<file path="config.mk">
export PLATFORM = sky130hd
export DESIGN_NAME = tof_ranging_sequencer_flat
export DESIGN_NICKNAME = d
export VERILOG_FILES = /design/src/rtl/tof_pkg.sv /design/src/rtl/tof_ranging_sequencer_if.sv /design/src/rtl/tof_int_arbiter.sv /design/src/rtl/tof_ranging_sequencer.sv /design/src/flat_wrapper.sv
export SDC_FILE = /design/constraint.sdc
export NUM_CORES = 1
export LEC_CHECK = 0
export BUFFER_PORTS_ARGS = -buffer_cell sky130_fd_sc_hd__buf_2
export CAP_MARGIN = 40
export CORE_MARGIN = 2
export CORE_UTILIZATION = 53
export DETAILED_ROUTE_END_ITERATION = 6
export GPL_ROUTABILITY_DRIVEN = 0
export PLACE_DENSITY = 0.8
export SYNTH_ARGS = -nofsm -noshare
export SYNTH_HDL_FRONTEND = slang
export SYNTH_SLANG_ARGS = --single-unit
</file>
<file path="constraint.sdc">
create_clock -name clk -period 3.1 [get_ports clk]
set_input_delay 0.155 -clock clk [delete_from_list [all_inputs] [get_ports clk]]
set_output_delay 0.155 -clock clk [all_outputs]
set_load 0.02 [all_outputs]
</file>
<file path="src/rtl/tof_pkg.sv">
// Shared types and constants for the ToF ranging blocks: sequencer state encoding,
// register map defaults and the inter-block command codes.
package tof_pkg;

  localparam logic [15:0] DataStartAddrDefault = 16'h0400;
  localparam int unsigned DistWidth            = 14;

  typedef enum logic [1:0] {
    CmdNone = 2'd0,
    CmdDone = 2'd1,
    CmdAck  = 2'd2
  } tof_cmd_e;

  typedef enum logic [2:0] {
    StIdle,
    StArm,
    StReqMsb,
    StWaitMsb,
    StReqLsb,
    StWaitLsb,
    StEmit,
    StError
  } tof_state_e;

  // Each zone occupies two consecutive byte registers, MSB first; wraps modulo 2^16.
  function automatic logic [15:0] zone_addr(logic [15:0] base, logic [5:0] zone, logic lsb);
    return base + {9'b0, zone, lsb};
  endfunction

endpackage

</file>
<file path="src/rtl/tof_ranging_sequencer_if.sv">
// Byte-read request/response channel between the ranging sequencer and the I2C master.
interface tof_ranging_sequencer_if;
  logic        start;
  logic        is_read;
  logic [15:0] register_address;
  logic [16:0] nb_of_bytes;
  logic        ready;
  logic        error_in;
  logic [7:0]  i2c_data_in;

  modport master (
    output start, is_read, register_address, nb_of_bytes,
    input  ready, error_in, i2c_data_in
  );

  modport slave (
    input  start, is_read, register_address, nb_of_bytes,
    output ready, error_in, i2c_data_in
  );
endinterface

</file>
<file path="src/rtl/tof_int_arbiter.sv">
// Per-sensor interrupt edge detection, pending latches, overrun counting and
// round-robin selection of the next sensor to service.
module tof_int_arbiter #(
  parameter int unsigned N_SENSORS = 1
) (
  input  logic                 clk,
  input  logic                 reset,
  input  logic [N_SENSORS-1:0] tof_int,
  input  logic                 grant,
  output logic                 any_pending,
  output logic [1:0]           sel,
  output logic [7:0]           overrun_cnt
);

  localparam int Ns = int'(N_SENSORS);

  logic [N_SENSORS-1:0] int_q, pending_q, pending_d, rise, clr, lost;
  logic [1:0]           ptr_q, ptr_d;
  logic [7:0]           overrun_d;
  int unsigned          ovr_sum;

  assign rise = tof_int & ~int_q;

  // Scan offsets from the far end so the sensor closest to the pointer wins.
  always_comb begin
    any_pending = 1'b0;
    sel         = '0;
    for (int off = Ns - 1; off >= 0; off--) begin
      for (int s = 0; s < Ns; s++) begin
        if (pending_q[s] && (((int'(ptr_q) + off) % Ns) == s)) begin
          any_pending = 1'b1;
          sel         = 2'(s);
        end
      end
    end
  end

  always_comb begin
    for (int s = 0; s < Ns; s++) begin
      clr[s] = grant && (sel == 2'(s));
    end
    // An edge on a sensor being granted this cycle re-arms it rather than being lost.
    lost      = rise & pending_q & ~clr;
    pending_d = (pending_q & ~clr) | rise;
    ptr_d     = grant ? 2'((int'(sel) + 1) % Ns) : ptr_q;
    ovr_sum   = 32'(overrun_cnt) + 32'($countones(lost));
    overrun_d = (ovr_sum > 32'd255) ? 8'hFF : 8'(ovr_sum);
  end

  always_ff @(posedge clk or posedge reset) begin
    if (reset) begin
      int_q       <= '0;
      pending_q   <= '0;
      ptr_q       <= '0;
      overrun_cnt <= '0;
    end else begin
      int_q       <= tof_int;
      pending_q   <= pending_d;
      ptr_q       <= ptr_d;
      overrun_cnt <= overrun_d;
    end
  end

endmodule

</file>
<file path="src/rtl/tof_ranging_sequencer.sv">
// Services ToF sensor interrupts by reading every zone distance of a frame, one byte
// per I2C transaction, and emitting assembled distances with frame and error status.
module tof_ranging_sequencer
  import tof_pkg::*;
#(
  parameter int unsigned N_SENSORS       = 1,
  parameter int unsigned N_ZONES         = 64,
  parameter logic [15:0] DATA_START_ADDR = DataStartAddrDefault,
  parameter int unsigned TIMEOUT_CYC     = 100000
) (
  input  logic                     clk,
  input  logic                     reset,
  input  logic                     enable,
  input  logic                     clear_err,
  input  logic [N_SENSORS-1:0]     ToF_INT,
  tof_ranging_sequencer_if.master  bus,
  output logic [1:0]               sensor_sel,
  output logic [DistWidth-1:0]     distance_data,
  output logic [5:0]               zone_index,
  output logic                     data_valid,
  output logic                     frame_done,
  output logic                     busy,
  output logic                     err_flag,
  output logic [7:0]               overrun_cnt
);

  localparam int unsigned       TimerW    = $clog2(TIMEOUT_CYC + 1);
  localparam logic [TimerW-1:0] TimerLast = TimerW'(TIMEOUT_CYC - 1);
  localparam logic [5:0]        LastZone  = 6'(N_ZONES - 1);

  tof_state_e           state_q, state_d;
  logic [5:0]           zone_q, zone_d;
  logic [1:0]           sensor_q, sensor_d;
  logic [DistWidth-1:0] dist_q, dist_d;
  logic                 start_q, start_d;
  logic [15:0]          addr_q, addr_d;
  logic [TimerW-1:0]    timer_q, timer_d;
  logic                 err_q, err_d;
  logic                 grant, any_pending, enter_err;
  logic [1:0]           arb_sel;

  tof_int_arbiter #(
    .N_SENSORS (N_SENSORS)
  ) u_arbiter (
    .clk         (clk),
    .reset       (reset),
    .tof_int     (ToF_INT),
    .grant       (grant),
    .any_pending (any_pending),
    .sel         (arb_sel),
    .overrun_cnt (overrun_cnt)
  );

  always_comb begin
    state_d    = state_q;
    zone_d     = zone_q;
    sensor_d   = sensor_q;
    dist_d     = dist_q;
    start_d    = start_q;
    addr_d     = addr_q;
    timer_d    = timer_q;
    grant      = 1'b0;
    enter_err  = 1'b0;
    data_valid = 1'b0;
    frame_done = 1'b0;
    unique case (state_q)
      StIdle: if (enable) state_d = StArm;
      StArm: begin
        if (!enable) begin
          state_d = StIdle;
        end else if (any_pending) begin
          grant    = 1'b1;
          sensor_d = arb_sel;
          zone_d   = '0;
          state_d  = StReqMsb;
        end
      end
      StReqMsb: begin
        start_d = 1'b1;
        addr_d  = zone_addr(DATA_START_ADDR, zone_q, 1'b0);
        timer_d = '0;
        state_d = StWaitMsb;
      end
      StWaitMsb: begin
        // error_in is checked first so it wins over a coincident ready.
        if (bus.error_in) begin
          enter_err = 1'b1;
        end else if (bus.ready) begin
          start_d                     = 1'b0;
          dist_d[DistWidth-1 -: 8]    = bus.i2c_data_in;
          state_d                     = StReqLsb;
        end else if (timer_q == TimerLast) begin
          enter_err = 1'b1;
        end else begin
          timer_d = timer_q + 1'b1;
        end
      end
      StReqLsb: begin
        start_d = 1'b1;
        addr_d  = zone_addr(DATA_START_ADDR, zone_q, 1'b1);
        timer_d = '0;
        state_d = StWaitLsb;
      end
      StWaitLsb: begin
        if (bus.error_in) begin
          enter_err = 1'b1;
        end else if (bus.ready) begin
          start_d                = 1'b0;
          dist_d[DistWidth-9:0]  = bus.i2c_data_in[7:2];
          state_d                = StEmit;
        end else if (timer_q == TimerLast) begin
          enter_err = 1'b1;
        end else begin
          timer_d = timer_q + 1'b1;
        end
      end
      StEmit: begin
        data_valid = 1'b1;
        if (zone_q == LastZone) begin
          frame_done = 1'b1;
          zone_d     = '0;
          state_d    = enable ? StArm : StIdle;
        end else begin
          zone_d  = zone_q + 1'b1;
          state_d = StReqMsb;
        end
      end
      StError: begin
        zone_d  = '0;
        state_d = StIdle;
      end
      default: state_d = StIdle;
    endcase
    if (enter_err) begin
      start_d = 1'b0;
      zone_d  = '0;
      state_d = StError;
    end
  end

  // A new error outranks a coincident clear so it is never silently lost.
  always_comb begin
    err_d = err_q;
    if (clear_err) err_d = 1'b0;
    if (enter_err) err_d = 1'b1;
  end

  always_ff @(posedge clk or posedge reset) begin
    if (reset) begin
      state_q  <= StIdle;
      zone_q   <= '0;
      sensor_q <= '0;
      dist_q   <= '0;
      start_q  <= 1'b0;
      addr_q   <= '0;
      timer_q  <= '0;
      err_q    <= 1'b0;
    end else begin
      state_q  <= state_d;
      zone_q   <= zone_d;
      sensor_q <= sensor_d;
      dist_q   <= dist_d;
      start_q  <= start_d;
      addr_q   <= addr_d;
      timer_q  <= timer_d;
      err_q    <= err_d;
    end
  end

  assign bus.start            = start_q;
  assign bus.is_read          = start_q;
  assign bus.register_address = addr_q;
  assign bus.nb_of_bytes      = '0;
  assign sensor_sel           = sensor_q;
  assign distance_data        = dist_q;
  assign zone_index           = zone_q;
  assign err_flag             = err_q;
  assign busy                 = (state_q != StIdle) && (state_q != StArm);

endmodule

</file>
<file path="src/flat_wrapper.sv">
// flat-port wrapper written by rule: the top's interface ports become plain ports
module tof_ranging_sequencer_flat import tof_pkg::*;
#(
  parameter int unsigned N_SENSORS       = 1,
  parameter int unsigned N_ZONES         = 64,
  parameter logic [15:0] DATA_START_ADDR = DataStartAddrDefault,
  parameter int unsigned TIMEOUT_CYC     = 100000
)
  (clk, reset, enable, clear_err, ToF_INT, sensor_sel, distance_data, zone_index, data_valid, frame_done, busy, err_flag, overrun_cnt, bus_start, bus_is_read, bus_register_address, bus_nb_of_bytes, bus_ready, bus_error_in, bus_i2c_data_in);
  tof_ranging_sequencer_if bus_i ();
  input  logic clk;
  input  logic reset;
  input  logic enable;
  input  logic clear_err;
  input  logic [N_SENSORS-1:0] ToF_INT;
  output logic [1:0] sensor_sel;
  output logic [DistWidth-1:0] distance_data;
  output logic [5:0] zone_index;
  output logic data_valid;
  output logic frame_done;
  output logic busy;
  output logic err_flag;
  output logic [7:0] overrun_cnt;
  output wire logic [$bits(bus_i.start)-1:0] bus_start;
  output wire logic [$bits(bus_i.is_read)-1:0] bus_is_read;
  output wire logic [$bits(bus_i.register_address)-1:0] bus_register_address;
  output wire logic [$bits(bus_i.nb_of_bytes)-1:0] bus_nb_of_bytes;
  input wire logic [$bits(bus_i.ready)-1:0] bus_ready;
  input wire logic [$bits(bus_i.error_in)-1:0] bus_error_in;
  input wire logic [$bits(bus_i.i2c_data_in)-1:0] bus_i2c_data_in;
  assign bus_start = bus_i.start;
  assign bus_is_read = bus_i.is_read;
  assign bus_register_address = bus_i.register_address;
  assign bus_nb_of_bytes = bus_i.nb_of_bytes;
  assign bus_i.ready = bus_ready;
  assign bus_i.error_in = bus_error_in;
  assign bus_i.i2c_data_in = bus_i2c_data_in;
  tof_ranging_sequencer #(.N_SENSORS(N_SENSORS), .N_ZONES(N_ZONES), .DATA_START_ADDR(DATA_START_ADDR), .TIMEOUT_CYC(TIMEOUT_CYC)) u_core (.clk(clk), .reset(reset), .enable(enable), .clear_err(clear_err), .ToF_INT(ToF_INT), .bus(bus_i), .sensor_sel(sensor_sel), .distance_data(distance_data), .zone_index(zone_index), .data_valid(data_valid), .frame_done(frame_done), .busy(busy), .err_flag(err_flag), .overrun_cnt(overrun_cnt));
endmodule
</file>
---- Word level (Yosys, flattened, before mapping) ----
Index checks and enable logic that the tools add are counted.
Widths: inputs -> output; s select.
operators by class
  $add $sub $neg .......................... 5
  mux-type cells .......................... 39
  bitwise operators ....................... 8
  order comparisons ....................... 1
  reductions and logical operators ........ 16
  equality and inequality tests ........... 23
operators with widths
  operator               number
  $mux 17                3
  $pmux 17 s2            1
  $pmux 16 s2            1
  $mux 3                 9
  $add 11x7->12 const A  2
  $mux 6                 4
  $pmux 3 s8             1
  $ne 3x2->1 const B     7
  $pmux 6 s3             1
  $add 17x1->17 const B  1
  $eq 17x17->1 const B   1
  $mux 1                 17
  $eq 3x3->1 const B     4
  $reduce_and 3->1       4
  $add 8x1->9            1
  $gt 9x8->1 const B     1
  $ne 3x1->1 const B     3
  $mux 8                 1
  $add 6x1->6 const B    1
  $eq 3x2->1 const B     2
  $eq 6x6->1 const B     1
  $ne 2x2->1 const B     3
  $reduce_and 6->1       1
  $reduce_bool 2->1      3
  12 further kinds       19
word-level totals
  flip-flop bits (word level) ............. 68
  bits of input ports ..................... 15
  output and inout port bits .............. 69
  word-level logic and storage cells ...... 103

---- Longest topological paths before layout ----
  word-level depth ........................ 9
  depth in mapped cells ................... 10

---- By module ----
A second synthesis with hierarchy kept.
second synthesis, totals
  cell total of the unflattened synthesis .. 316
  area, all modules ....................... 3208.1 um^2
by module, submodules not included
  module                 times used  sequential area each (um^2)  cells each  area an instance (um^2)
  tof_ranging_sequencer  1           1301.2                       269         2723.9
  tof_int_arbiter        1           250.2                        47          484.2

---- Worst setup path before layout ----
Ideal clock, no wire load.
  path type ............................... reg2reg
  from .................................... reg u_core.state_q[1]
  to ...................................... reg u_core.u_arbiter.overrun_cnt[3]
  period minus slack after synthesis ...... 2.248 ns
  arrival ................................. 2.115 ns
  setup slack ............................. 0.852 ns
  buffers on the path ..................... 2
  stages on the path, launching flop included .. 11
  setup time .............................. 0.133 ns
  cell sequence ........................... dfrtp_1 -> buf_2 -> or2_2 -> o21ai_0 -> nor2_1 -> ha_1 -> ha_1 -> and3_1 -> clkbuf_1 -> nand3_1 -> o21ai_0
between the ends
  longest elaborated chain between the ends .. 7
ends and longest elaborated chain
  element                            line                          text
  from (decl)                        tof_ranging_sequencer.sv:31   tof_state_e state_q, state_d;
  from (signal assigned)             tof_ranging_sequencer.sv:150  state_q <= StIdle;
  from (signal assigned)             tof_ranging_sequencer.sv:159  state_q <= state_d;
  $eq 3x1->1 (*)                     tof_ranging_sequencer.sv:66   unique case (state_q)
  $mux 1 (*)                         tof_ranging_sequencer.sv:66
  $not 1->1 (*)                      tof_int_arbiter.sv:43         lost = rise & pending_q & ~clr;
  $and 1x1->1 (*)                    tof_int_arbiter.sv:43
  $add 8x1->9 (*)                    tof_int_arbiter.sv:46         ovr_sum = 32'(overrun_cnt) + 32'($countones(lost));
  $gt 9x8->1                         tof_int_arbiter.sv:47         overrun_d = (ovr_sum > 32'd255) ? 8'hFF : 8'(ovr_sum);
  $mux 8 (*)                         tof_int_arbiter.sv:47
  via u_core.u_arbiter.overrun_d[3]  tof_int_arbiter.sv:19         logic [7:0] overrun_d;
  to (signal assigned)               tof_int_arbiter.sv:60         overrun_cnt <= overrun_d;
  to (decl)                          tof_int_arbiter.sv:12         output logic [7:0] overrun_cnt
The timed path passes the listed nets; every way through them passes the cells marked *.
A chain may end at the register's enable or synchronous reset.

---- Worst setup path in the final report ----
  from .................................... reg u_core.state_q[2]
  to ...................................... reg u_core.u_arbiter.overrun_cnt[5]
Same word-level chain as after synthesis.

==> results.yml <==
status:
  outcome: "complete, no violations"
sta:
  max_freq_ghz: 0.4020
  final.setup_skew_ns: 0.006491
  setup_tns_ns: 0
  period_share_pct: 80.25
  period_minus_slack_ns: 2.488
  hold_viol_final: 0
  slew-limit-headroom_pct: 54.62
  worst_pin_slew_ns: 0.6769
  rsz0062_at_grt: "false"
  final-setup-viol-count: 0
  slew_violations: 0
worst_setup_path:
  cp.arrival_ns: 2.69
  rrSetupSlack_ns: 0.61
  endpoint: "u_core.u_arbiter.overrun_cnt[5]$_DFF_PP0_"
  r2r-end: "u_core.u_arbiter.overrun_cnt[5]$_DFF_PP0_"
  required_ns: 3.30
  cp-startpoint: "u_core.state_q[2]$_DFFE_PP0P_"
  end_kind: "flip-flop"
  reg2reg_depth: 8
  crit_fanout: 14
  worstSetupStartpointType: "flip-flop"
  r2r_start: "u_core.state_q[2]$_DFFE_PP0P_"
  criticalPathCategory: "reg2reg"
synthesis:
  synth_fa_ha_area_share_pct: 2.006
  synth-compound-area-share_pct: 8.708
  synth-warning-count: 0
  synth_seq_area_share_pct: 48.15
  ys_ff_latch: 60
  avgSynthCellArea_sq_um: 9.994
  synth_top_family_by_area: "simple AND/OR/NAND/NOR gates"
  synth_xor_area_share_pct: 4.976
  synthArstFlopShare_pct: 100.0
  syn_inst: 312
  synth_area_sq_um: 3118
  synthFlopType: "dfrtp_1"
  synth.area.mux_share_pct: 6.059
  yosys.area_share.simple_pct: 20.14
  yosysUniqueCellTypes: 49
  synth_edf_count: 0
clock_tree:
  htree_levels: 3
  cts_tree: "built"
  post_cts_buffers: 0
  root_buffer: "clkbuf_8"
  clk_latency_ns: 0.34
  worst_setup_hold_path_clk_slew_ns: 0.07
  clockBufferDepth: 2
  cts_resized: 0
  cts_sinks: 60
  cts_inserted_buffers: 9
final_layout:
  nets: 389
  layout-drive-gt1-share_pct: 26.27
  n_antenna_cell: 0
  num-fill-cells: 465
  final_area_sq_um: 3582
  layout_common_cells: "60 x dfrtp_1, 56 x buf_2, 35 x nand2_1"
  final_common_cell: "dfrtp_1"
  syn_to_final_growth_pct: 14.89
power:
  max-vdd-ir-drop_uv: 726.4
  leakagePower_uw: 0.001843
  power.density_nw_per_um2: 875.3
global_route:
  grt_max_degree: 24
  overflow: 0
  grt_pass1_wl_microns: 10180
  grt_pass1_vias: 2235
  grt_usage_pct: 20.57
  antenna_found_initial: 0
detailed_routing:
  route.detailed.drc: 0
  postRouteAntennaNets: 0
  routed.top_layer: "met4"
  wirelength_met1_microns: 2584
  wl_met3_microns: 440
  firstDrtPassIters: 4
  dr_wl_met2_microns: 2988
  avgRoutedWirePerCell_microns: 13.72
  drt_iter0_markers: 206
  routed-via-count: 2380
  wl_microns: 6104
  avgViaCountPerCell: 5.348
floorplan:
  initial_core_util_pct: 55.60
  dieArea_sq_um: 6512
  fp-row-count: 27
  core_area_sq_um: 5608
  fp.dieH_microns: 80.70
  die_w_microns: 80.70
  io_pins: 84
flow_run:
  maxCapViolCount: 0
placed_design:
  dp_hpwl_microns: 4362
  place_area_sq_um: 3328
  port_buffers: 56
worst_hold_path:
  holdCritPathClass: "in2reg"
cells by family after synthesis:
group / count (synthesis)
and+or+nand+nor: 123
DFF: 60
buffers and inverters: 47
AOI/OAI and AO/OA: 43
muxes: 17
xor gates and xnor gates: 16
adders and majority gates: 5
other: 1
timing repair:
| item | in CTS | in global routing |
|---|---|---|
| setup endpoints to repair | 0 | 0 |
| hold buffers | 2 | 0 |
| endpoints found under the hold margin | 22 | 0 |
sequential cells by signal (all words and copies together), names as in the netlist:
signal	count
u_core.bus.is_read	1
u_core.u_arbiter.int_q	1
u_core.u_arbiter.pending_q	1
u_core.distance_data	14
u_core.bus.register_address	8
u_core.timer_q	17
u_core.state_q	3
u_core.err_flag	1
u_core.u_arbiter.overrun_cnt	8
u_core.zone_index	6
critical path, stage by stage, from the launching register on:
cell and delay (ns):
dfrtp_1 0.56, or2_2 0.41, o21ai_0 0.27, nor2_1 0.12, ha_1 0.19, ha_1 0.20, and3_1 0.24, nand3_1 0.22
o21ai_0 0.13
how the worst min path moves through the flow:
stage          slack (ns)  cells after the start                from                                   endpoint
2_1_floorplan        0.19                      0             ToF_INT           u_core.u_arbiter.int_q$_DFF_PP0_
3_3_place_gp         0.21                      2               reset  u_core.u_arbiter.overrun_cnt[6]$_DFF_PP0_
3_5_place_dp         0.22                      2               reset  u_core.u_arbiter.overrun_cnt[6]$_DFF_PP0_
4_1_cts              0.03                      2  bus_i2c_data_in[1]        u_core.distance_data[7]$_DFFE_PP0P_
5_1_grt              0.04                      2  bus_i2c_data_in[1]        u_core.distance_data[7]$_DFFE_PP0P_
6_report             0.04                      2  bus_i2c_data_in[1]        u_core.distance_data[7]$_DFFE_PP0P_
metal layers:
layer | GRT usage (%) | up-vias
li1 | - | 1125
met1 | 25.92 | 1156
met2 | 32.75 | 89
met3 | 7.191 | 10
met4 | 7.797 | 0
met5 | 0 | -
cells in the mapped netlist (3+ instances only):
| cell type | number | area share (%) |
|---|---|---|
| dfrtp_1 | 60 | 48 |
| nand2_1 | 35 | 4.2 |
| buf_4 | 34 | 8.2 |
| nor2_1 | 30 | 3.6 |
| nand3_1 | 19 | 3.0 |
| mux2_2 | 15 | 5.4 |
| o21ai_0 | 11 | 1.8 |
| a21oi_1 | 9 | 1.4 |
| and3_1 | 9 | 1.8 |
| xor2_1 | 8 | 2.2 |
| a31oi_1 | 6 | 1.2 |
| clkbuf_1 | 6 | 0.72 |
| nand2b_1 | 6 | 1.2 |
| xnor2_1 | 6 | 1.7 |
| ha_1 | 5 | 2.0 |
| inv_1 | 5 | 0.60 |
| a21o_1 | 4 | 0.96 |
| a211oi_1 | 3 | 0.72 |
| nor2b_1 | 3 | 0.60 |
| nor3_1 | 3 | 0.48 |
metrics by stage:
step	utilization (%)	setup slack, ns	total power, uW	cells	hold WS, ns
floorplan	-	0.8522	2023	338	0.1864
global placement	59.35	0.7713	2295	428	0.2072
detailed placement	59.35	0.6418	2336	428	0.2165
CTS	63.88	0.6142	3163	445	0.03345
global route	63.88	0.4482	3335	445	0.03742
finish	63.88	0.6123	3136	445	0.04496
final cells by class:
class	count	area, sq um	area share, %
Clock inverter	3	68.82	1.921
Sequential cell	60	1501	41.91
Timing Repair Buffer	62	330.3	9.221
Clock buffer	12	165.2	4.611
Inverter	5	18.77	0.5239
Tap cell	72	90.09	2.515
Multi-Input combinational cell	231	1408	39.29
power breakdown:
group          internal (uW)  switching, uW
Sequential               981            185
Combinational            415            745
Clock                    515            295
(Power assumes the default switching activity.)
